[src/rtl/scr1_dmi_pkg.sv]
// DMI scan channel shared definitions: op/status codes, channel ids, DTMCS layout.
package scr1_dmi_pkg;

  localparam int unsigned SCR1_DMI_AWIDTH  = 7;
  localparam int unsigned SCR1_DMI_DWIDTH  = 32;
  localparam int unsigned SCR1_DMI_OPWIDTH = 2;

  typedef enum logic [1:0] {
    DMI_OP_NOP = 2'd0,
    DMI_OP_RD  = 2'd1,
    DMI_OP_WR  = 2'd2,
    DMI_OP_RSV = 2'd3
  } dmi_op_e;

  localparam logic [1:0] DMI_STATUS_OK   = 2'd0;
  localparam logic [1:0] DMI_STATUS_BUSY = 2'd3;

  localparam logic [1:0] SCR1_DBG_DMI_CH_ID_DTMCS     = 2'd1;
  localparam logic [1:0] SCR1_DBG_DMI_CH_ID_DMIACCESS = 2'd2;

  // DTMCS register layout
  localparam int unsigned DTMCS_WIDTH            = 32;
  localparam int unsigned DTMCS_VERSION_LSB      = 0;
  localparam int unsigned DTMCS_ABITS_LSB        = 4;
  localparam int unsigned DTMCS_DMISTAT_LSB      = 10;
  localparam int unsigned DTMCS_DMIRESET_BIT     = 16;
  localparam int unsigned DTMCS_DMIHARDRESET_BIT = 17;
  localparam logic [3:0]  DTMCS_VERSION          = 4'd1;

  typedef enum logic {
    StIdle,
    StBusy
  } dmi_state_e;

endpackage

[src/rtl/scr1_dmi_dtmcs_fmt.sv]
// DTMCS capture word builder and update-field decoder (purely combinational).
module scr1_dmi_dtmcs_fmt
  import scr1_dmi_pkg::*;
#(
  parameter int unsigned DMI_AWIDTH = 7
) (
  input  logic        busy_err_i,
  input  logic [1:0]  upd_ctrl_i,   // {dmihardreset, dmireset} from the shift register
  output logic [31:0] cap_word_o,
  output logic        dmireset_o,
  output logic        dmihardreset_o
);

  // Assemble the DTMCS word; all fields not listed read as zero
  always_comb begin
    cap_word_o = '0;
    cap_word_o[DTMCS_VERSION_LSB +: 4] = DTMCS_VERSION;
    cap_word_o[DTMCS_ABITS_LSB +: 6]   = 6'(DMI_AWIDTH);
    cap_word_o[DTMCS_DMISTAT_LSB +: 2] = busy_err_i ? DMI_STATUS_BUSY : DMI_STATUS_OK;
  end

  assign dmireset_o     = upd_ctrl_i[0];
  assign dmihardreset_o = upd_ctrl_i[1];

endmodule

[src/rtl/scr1_dmi_scan_ch.sv]
// Core-clock end of the JTAG debug channel: DTMCS/DMI_ACCESS shift register and DM request FSM.
module scr1_dmi_scan_ch
  import scr1_dmi_pkg::*;
#(
  parameter int unsigned DMI_AWIDTH  = SCR1_DMI_AWIDTH,
  parameter int unsigned DMI_DWIDTH  = SCR1_DMI_DWIDTH,
  parameter int unsigned DMI_OPWIDTH = SCR1_DMI_OPWIDTH
) (
  input  logic                  clk,
  input  logic                  rst,
  input  logic                  ch_sel_i,
  input  logic [1:0]            ch_id_i,
  input  logic                  ch_capture_i,
  input  logic                  ch_shift_i,
  input  logic                  ch_update_i,
  input  logic                  ch_tdi_i,
  output logic                  ch_tdo_o,
  output logic                  dmi_req_o,
  output logic                  dmi_wr_o,
  output logic [DMI_AWIDTH-1:0] dmi_addr_o,
  output logic [DMI_DWIDTH-1:0] dmi_wdata_o,
  input  logic                  dmi_resp_i,
  input  logic [DMI_DWIDTH-1:0] dmi_rdata_i
);

  localparam int unsigned SR = DMI_AWIDTH + DMI_DWIDTH + DMI_OPWIDTH;

  logic [SR-1:0]         shreg_q;
  logic [DMI_AWIDTH-1:0] addr_q;
  logic [DMI_DWIDTH-1:0] rdata_q;
  logic                  busy_err_q;
  dmi_state_e            state_q;

  logic                  is_dtmcs;
  logic                  is_dmi;
  logic                  cap;
  logic                  sft;
  logic                  upd;
  logic [1:0]            dmi_status;
  logic [31:0]           dtmcs_word;
  logic                  dmireset;
  logic                  dmihardreset;
  logic [1:0]            upd_op;
  logic                  upd_hardreset;

  // Strobe qualification; capture beats shift beats update within a cycle
  always_comb begin
    is_dtmcs   = ch_sel_i & (ch_id_i == SCR1_DBG_DMI_CH_ID_DTMCS);
    is_dmi     = ch_sel_i & (ch_id_i == SCR1_DBG_DMI_CH_ID_DMIACCESS);
    cap        = (is_dtmcs | is_dmi) & ch_capture_i;
    sft        = (is_dtmcs | is_dmi) & ch_shift_i & ~ch_capture_i;
    upd        = (is_dtmcs | is_dmi) & ch_update_i & ~ch_capture_i & ~ch_shift_i;
    dmi_status = ((state_q == StBusy) || busy_err_q) ? DMI_STATUS_BUSY : DMI_STATUS_OK;
    upd_op     = shreg_q[1:0];
    upd_hardreset = upd & is_dtmcs & dmihardreset;
  end

  scr1_dmi_dtmcs_fmt #(
    .DMI_AWIDTH (DMI_AWIDTH)
  ) i_dtmcs_fmt (
    .busy_err_i     (busy_err_q),
    .upd_ctrl_i     (shreg_q[DTMCS_DMIHARDRESET_BIT:DTMCS_DMIRESET_BIT]),
    .cap_word_o     (dtmcs_word),
    .dmireset_o     (dmireset),
    .dmihardreset_o (dmihardreset)
  );

  // Shift register: parallel capture or serial shift (DTMCS uses only the low 32 bits)
  always_ff @(posedge clk) begin
    if (rst) begin
      shreg_q <= '0;
    end else if (cap) begin
      if (is_dtmcs) shreg_q <= {{(SR-DTMCS_WIDTH){1'b0}}, dtmcs_word};
      else          shreg_q <= {addr_q, rdata_q, dmi_status};
    end else if (sft) begin
      if (is_dtmcs) shreg_q[DTMCS_WIDTH-1:0] <= {ch_tdi_i, shreg_q[DTMCS_WIDTH-1:1]};
      else          shreg_q <= {ch_tdi_i, shreg_q[SR-1:1]};
    end
  end

  assign ch_tdo_o = shreg_q[0];

  // DM request FSM; a later update overrides the response completion in the same cycle
  always_ff @(posedge clk) begin
    if (rst) begin
      state_q     <= StIdle;
      dmi_req_o   <= 1'b0;
      dmi_wr_o    <= 1'b0;
      addr_q      <= '0;
      dmi_wdata_o <= '0;
      rdata_q     <= '0;
      busy_err_q  <= 1'b0;
    end else begin
      // A hard reset in the same cycle discards the response as well
      if ((state_q == StBusy) && dmi_resp_i && !upd_hardreset) begin
        state_q   <= StIdle;
        dmi_req_o <= 1'b0;
        if (!dmi_wr_o) rdata_q <= dmi_rdata_i;
      end
      if (upd && is_dtmcs) begin
        if (dmireset || dmihardreset) busy_err_q <= 1'b0;
        if (dmihardreset) begin
          state_q   <= StIdle;
          dmi_req_o <= 1'b0;
        end
      end
      if (upd && is_dmi) begin
        if ((state_q == StBusy) || busy_err_q) begin
          busy_err_q <= 1'b1;
        end else if ((upd_op == DMI_OP_RD) || (upd_op == DMI_OP_WR)) begin
          state_q     <= StBusy;
          dmi_req_o   <= 1'b1;
          dmi_wr_o    <= (upd_op == DMI_OP_WR);
          addr_q      <= shreg_q[SR-1 -: DMI_AWIDTH];
          dmi_wdata_o <= shreg_q[DMI_OPWIDTH +: DMI_DWIDTH];
        end
      end
    end
  end

  assign dmi_addr_o = addr_q;

endmodule

[config.mk]
export PLATFORM = sky130hd
export DESIGN_NAME = scr1_dmi_scan_ch
export DESIGN_NICKNAME = d
export VERILOG_FILES = /design/src/rtl/scr1_dmi_pkg.sv /design/src/rtl/scr1_dmi_dtmcs_fmt.sv /design/src/rtl/scr1_dmi_scan_ch.sv
export SDC_FILE = /design/constraint.sdc
export NUM_CORES = 1
export LEC_CHECK = 0
export BUFFER_PORTS_ARGS = -buffer_cell sky130_fd_sc_hd__buf_2
export CORE_AREA = 10 10 114 116
export CTS_CLUSTER_SIZE = 28
export DETAILED_ROUTE_END_ITERATION = 10
export DIE_AREA = 0 0 124 126
export PLACE_DENSITY_LB_ADDON = 0.08
export SETUP_SLACK_MARGIN = 0.2
export SLEW_MARGIN = 10
export SYNTH_ARGS = -nofsm -noshare
export SYNTH_HDL_FRONTEND = slang
export SYNTH_SLANG_ARGS = --single-unit
[constraint.sdc]
create_clock -name clk -period 2 [get_ports clk]
set_input_delay 0.6 -clock clk [delete_from_list [all_inputs] [get_ports clk]]
set_output_delay 0.6 -clock clk [all_outputs]
set_load 0.01 [all_outputs]
==> run summary <==
The estimated wirelength of the detail-placed design is 10230 um. The first detailed-routing pass took 4 iterations. Global routing used 18.28% of the available tracks across all layers. Counting both buffers and inverters, the worst setup path holds a total of 1. The synthesized netlist contains 47 unique library cells. The internal power is 0.004458 W. The switching part of the total power is 24.15%. The endpoint arrival time on the critical path is 1130 ps. From left edge to right edge, the die measures 124 um. The combinational power share came out at 7.2%. The top-level I/O count is 84. The worst clock skew on the final layout came out at 5.517 ps. The clock passes through at most 2 buffers. The number of buffers inserted by post-CTS setup repair is 0. The number of violations reported at the end of detailed-routing iteration 0 is 334. The flow ran to the end, and the final reports show no timing, DRC or antenna violations. The via count of the first global-routing pass is 4459. The average vias per placed instance came out at 5.389.

The antenna diode count came out at 0. The mean cell area of the mapped netlist came out at 7.993 um^2. The total core area is 0.01070 mm^2. The slew of the pin with the lowest slew margin is 484.0 ps. For this run, the post-layout net count is 759. The number of synthesis warnings is 0. VDD sags by at most 0.4975 mV. The count of endpoints failing setup in the final report came out at 0. The number of H-tree levels is 4. The root buffer cell chosen for the clock tree is clkbuf_8.

The number of flops mapped to enable cells by yosys is 0. The die outline height came out at 126 um. The number of storage elements in the synthesis netlist is 116.

The total wire length came out at 14190 um. By startpoint and endpoint, the worst setup path is classified as reg2out. The clock sink count is 116. The detailed-route via count is 4683.

The power density over the cells came out at 920.4 mW/mm^2. The part of the power in registers came out at 41.2%. In the final routed layout, each cell accounts on average for 16.33 um.

The number of buffers created by CTS is 17. The share of post-route cells with drive strength above 1 came out at 23.05%. The library cell used most frequently in the layout, excluding fill and tap cells, is nand2_1. The shortest clock period the worst path allows after layout came out at 1728 ps. For this configuration, the core starts out at a cell density of 46.77%.

The number of pins exceeding their max-slew limit in the final report came out at 0. Across the run, the number of max-cap violations was 0. The worst min-delay path class is in2reg.

The post-detailed-route count of antenna-violating nets came out at 0. Summed over all layers, the global routing overflow is 0. In the layout the commonest cells are nand2_1 (151), dfxtp_1 (116), a21oi_1 (104). In this run the tool buffered the top-level ports with 83 buffer cells.

The maximum cell stage delay along the critical path is 430 ps. The power spent charging and discharging nets came out at 0.001419 W. After clock tree synthesis, the clock-pin slew on the worst setup and hold paths is 60 ps. The number of antenna violations at the first check in global routing came to 0.

The cell area that synthesis handed to floorplanning was 0.005004 mm^2. The sequential-to-total area share from yosys stat is 46.41%. The floorplan step defined a die boundary enclosing 0.01562 mm^2.

The worst relative slew slack is 66.90%. The fraction of power consumed by the clock network is 51.6%. The global-route wire length before repair came out at 23000 um. The share of synthesized registers carrying an async set or reset is 0%. Among all flip-flop cells after synthesis, the most frequent one is dfxtp_1. The floorplan has 38 rows. The count of unresolved DRC violations after routing is 0. The net count after synthesis came out at 669. TritonCTS built the clock tree. The pin count of the biggest net entering global routing came out at 41. The fraction of the core area covered by cells at the end of the flow is 59.68%. Traced cell by cell, the critical path runs through buf_2.

The gate count of the mapped netlist is 626. The final setup TNS is 0 ps. The critical-path maximum fanout came out at 4.

The worst-skew pair later-pin latency is 520 ps. The leakage power came out at 2.357 nW. On the critical path, the stage with the largest delay is an instance of dfxtp_1. Grouping stages by cell kind, the critical path spends the most delay in flip-flops. Setup repair after global routing left no endpoint under its margin.

The required time at the endpoint of the critical path is 1400 ps. The hold violation count in the final report is 0. The reg2reg setup slack is 350 ps.

The maximum clock frequency came out at 578.7 MHz. The type of element capturing the critical path is an output port. The part of the cycle the worst path needs came out at 86.40%.

The total power after layout came out at 0.005876 W. The area growth from synthesis to layout is 27.61%. The worst setup path is launched from a flop.

The final RePlAce weighted congestion came out at 0.9516.
power by group through the flow:
stage | combinational [W] | sequential [W] | clock, W
3_3_place_gp | 0.000413 | 0.00247 | 0
4_1_cts | 0.000422 | 0.00242 | 0.00307
5_1_grt | 0.000471 | 0.00243 | 0.00317
6_report | 0.000424 | 0.00242 | 0.00303
3_5_place_dp | 0.000420 | 0.00247 | 0
2_1_floorplan | 0.000253 | 0.00245 | 0
synthesized netlist by cell type (all sizes together), types with 2 or more instances:
master / number / area (um^2)
nand4: 9 / 56.30
a311oi: 2 / 35.04
nand2: 151 / 566.8
inv: 21 / 78.83
nand3: 3 / 15.01
a211oi: 34 / 265.3
nor2b: 7 / 46.30
a22oi: 2 / 20.02
clkbuf: 27 / 101.4
a21oi: 104 / 520.5
o211ai: 2 / 20.02
a2111oi: 9 / 78.83
o21ai: 19 / 95.09
buf: 26 / 183.9
nand2b: 18 / 112.6
nor2: 27 / 103.9
dfxtp: 116 / 2322
a21boi: 10 / 75.07
nor3: 13 / 65.06
a221oi: 10 / 93.84
stage by stage:
| step | worst slack (ps) | hold WS (ps) | cell area, um^2 | instances |
|---|---|---|---|---|
| CTS | 248.0 | 294.1 | 6359 | 868 |
| global route | 207.5 | 300.4 | 6385 | 869 |
| floorplan | 222.0 | 431.9 | 5004 | 626 |
| finish | 272.0 | 308.1 | 6385 | 869 |
| detailed placement | 2.707 | 444.5 | 5762 | 836 |
| global placement | 0.5176 | 440.5 | 5762 | 836 |
layer usage:
| metal | track usage, % | routed length (um) |
|---|---|---|
| met1 | 27.22 | 7105 |
| met2 | 23.89 | 5593 |
| met3 | 4.647 | 1231 |
| met4 | 7.927 | 261 |
| met5 | 0 | 0 |
sequential cells by signal (all words and copies together) (netlist names):
register,cells
shreg_q,41
dmi_wdata_o,32
rdata_q,32
dmi_addr_o,7
busy_err_q,1
dmi_req_o,1
dmi_wr_o,1
state_q,1
logic make-up after synthesis:
kind of cell	Yosys count	share of synthesized area, %
AOI/OAI and AO/OA	200	25.71
adders and majority gates	1	0.2500
buffers and inverters	74	7.277
DFF	116	46.41
and+or+nand+nor	235	20.36
final timing paths:
kind / cells after the start / start / endpoint
max reg2reg: 7 / shreg_q[0]$_SDFFE_PP0P_ / dmi_wdata_o[22]$_SDFFE_PP0P_
max: 1 / dmi_wr_o$_SDFFE_PP0P_ / dmi_wr_o
min: 3 / dmi_rdata_i[12] / rdata_q[12]$_SDFFE_PP0P_
min reg2reg: 2 / dmi_wdata_o[19]$_SDFFE_PP0P_ / dmi_wdata_o[19]$_SDFFE_PP0P_
layout make-up:
type                    count  area [um^2]
well taps                 140        175.2
fillers                   996         4313
multi-input cells         436         2318
inverters                  21        78.83
clock buffers              17        414.1
clock inverters            15        182.7
flip-flops and latches    116         2322
repair buffers            124        893.4
what timing repair did:
item                       CTS  global route
setup endpoints to repair    0             1
hold endpoints to repair     0             0
hold buffers                 0             0
resized for setup            0             1
Note: power is estimated with default switching activity, not from simulation.
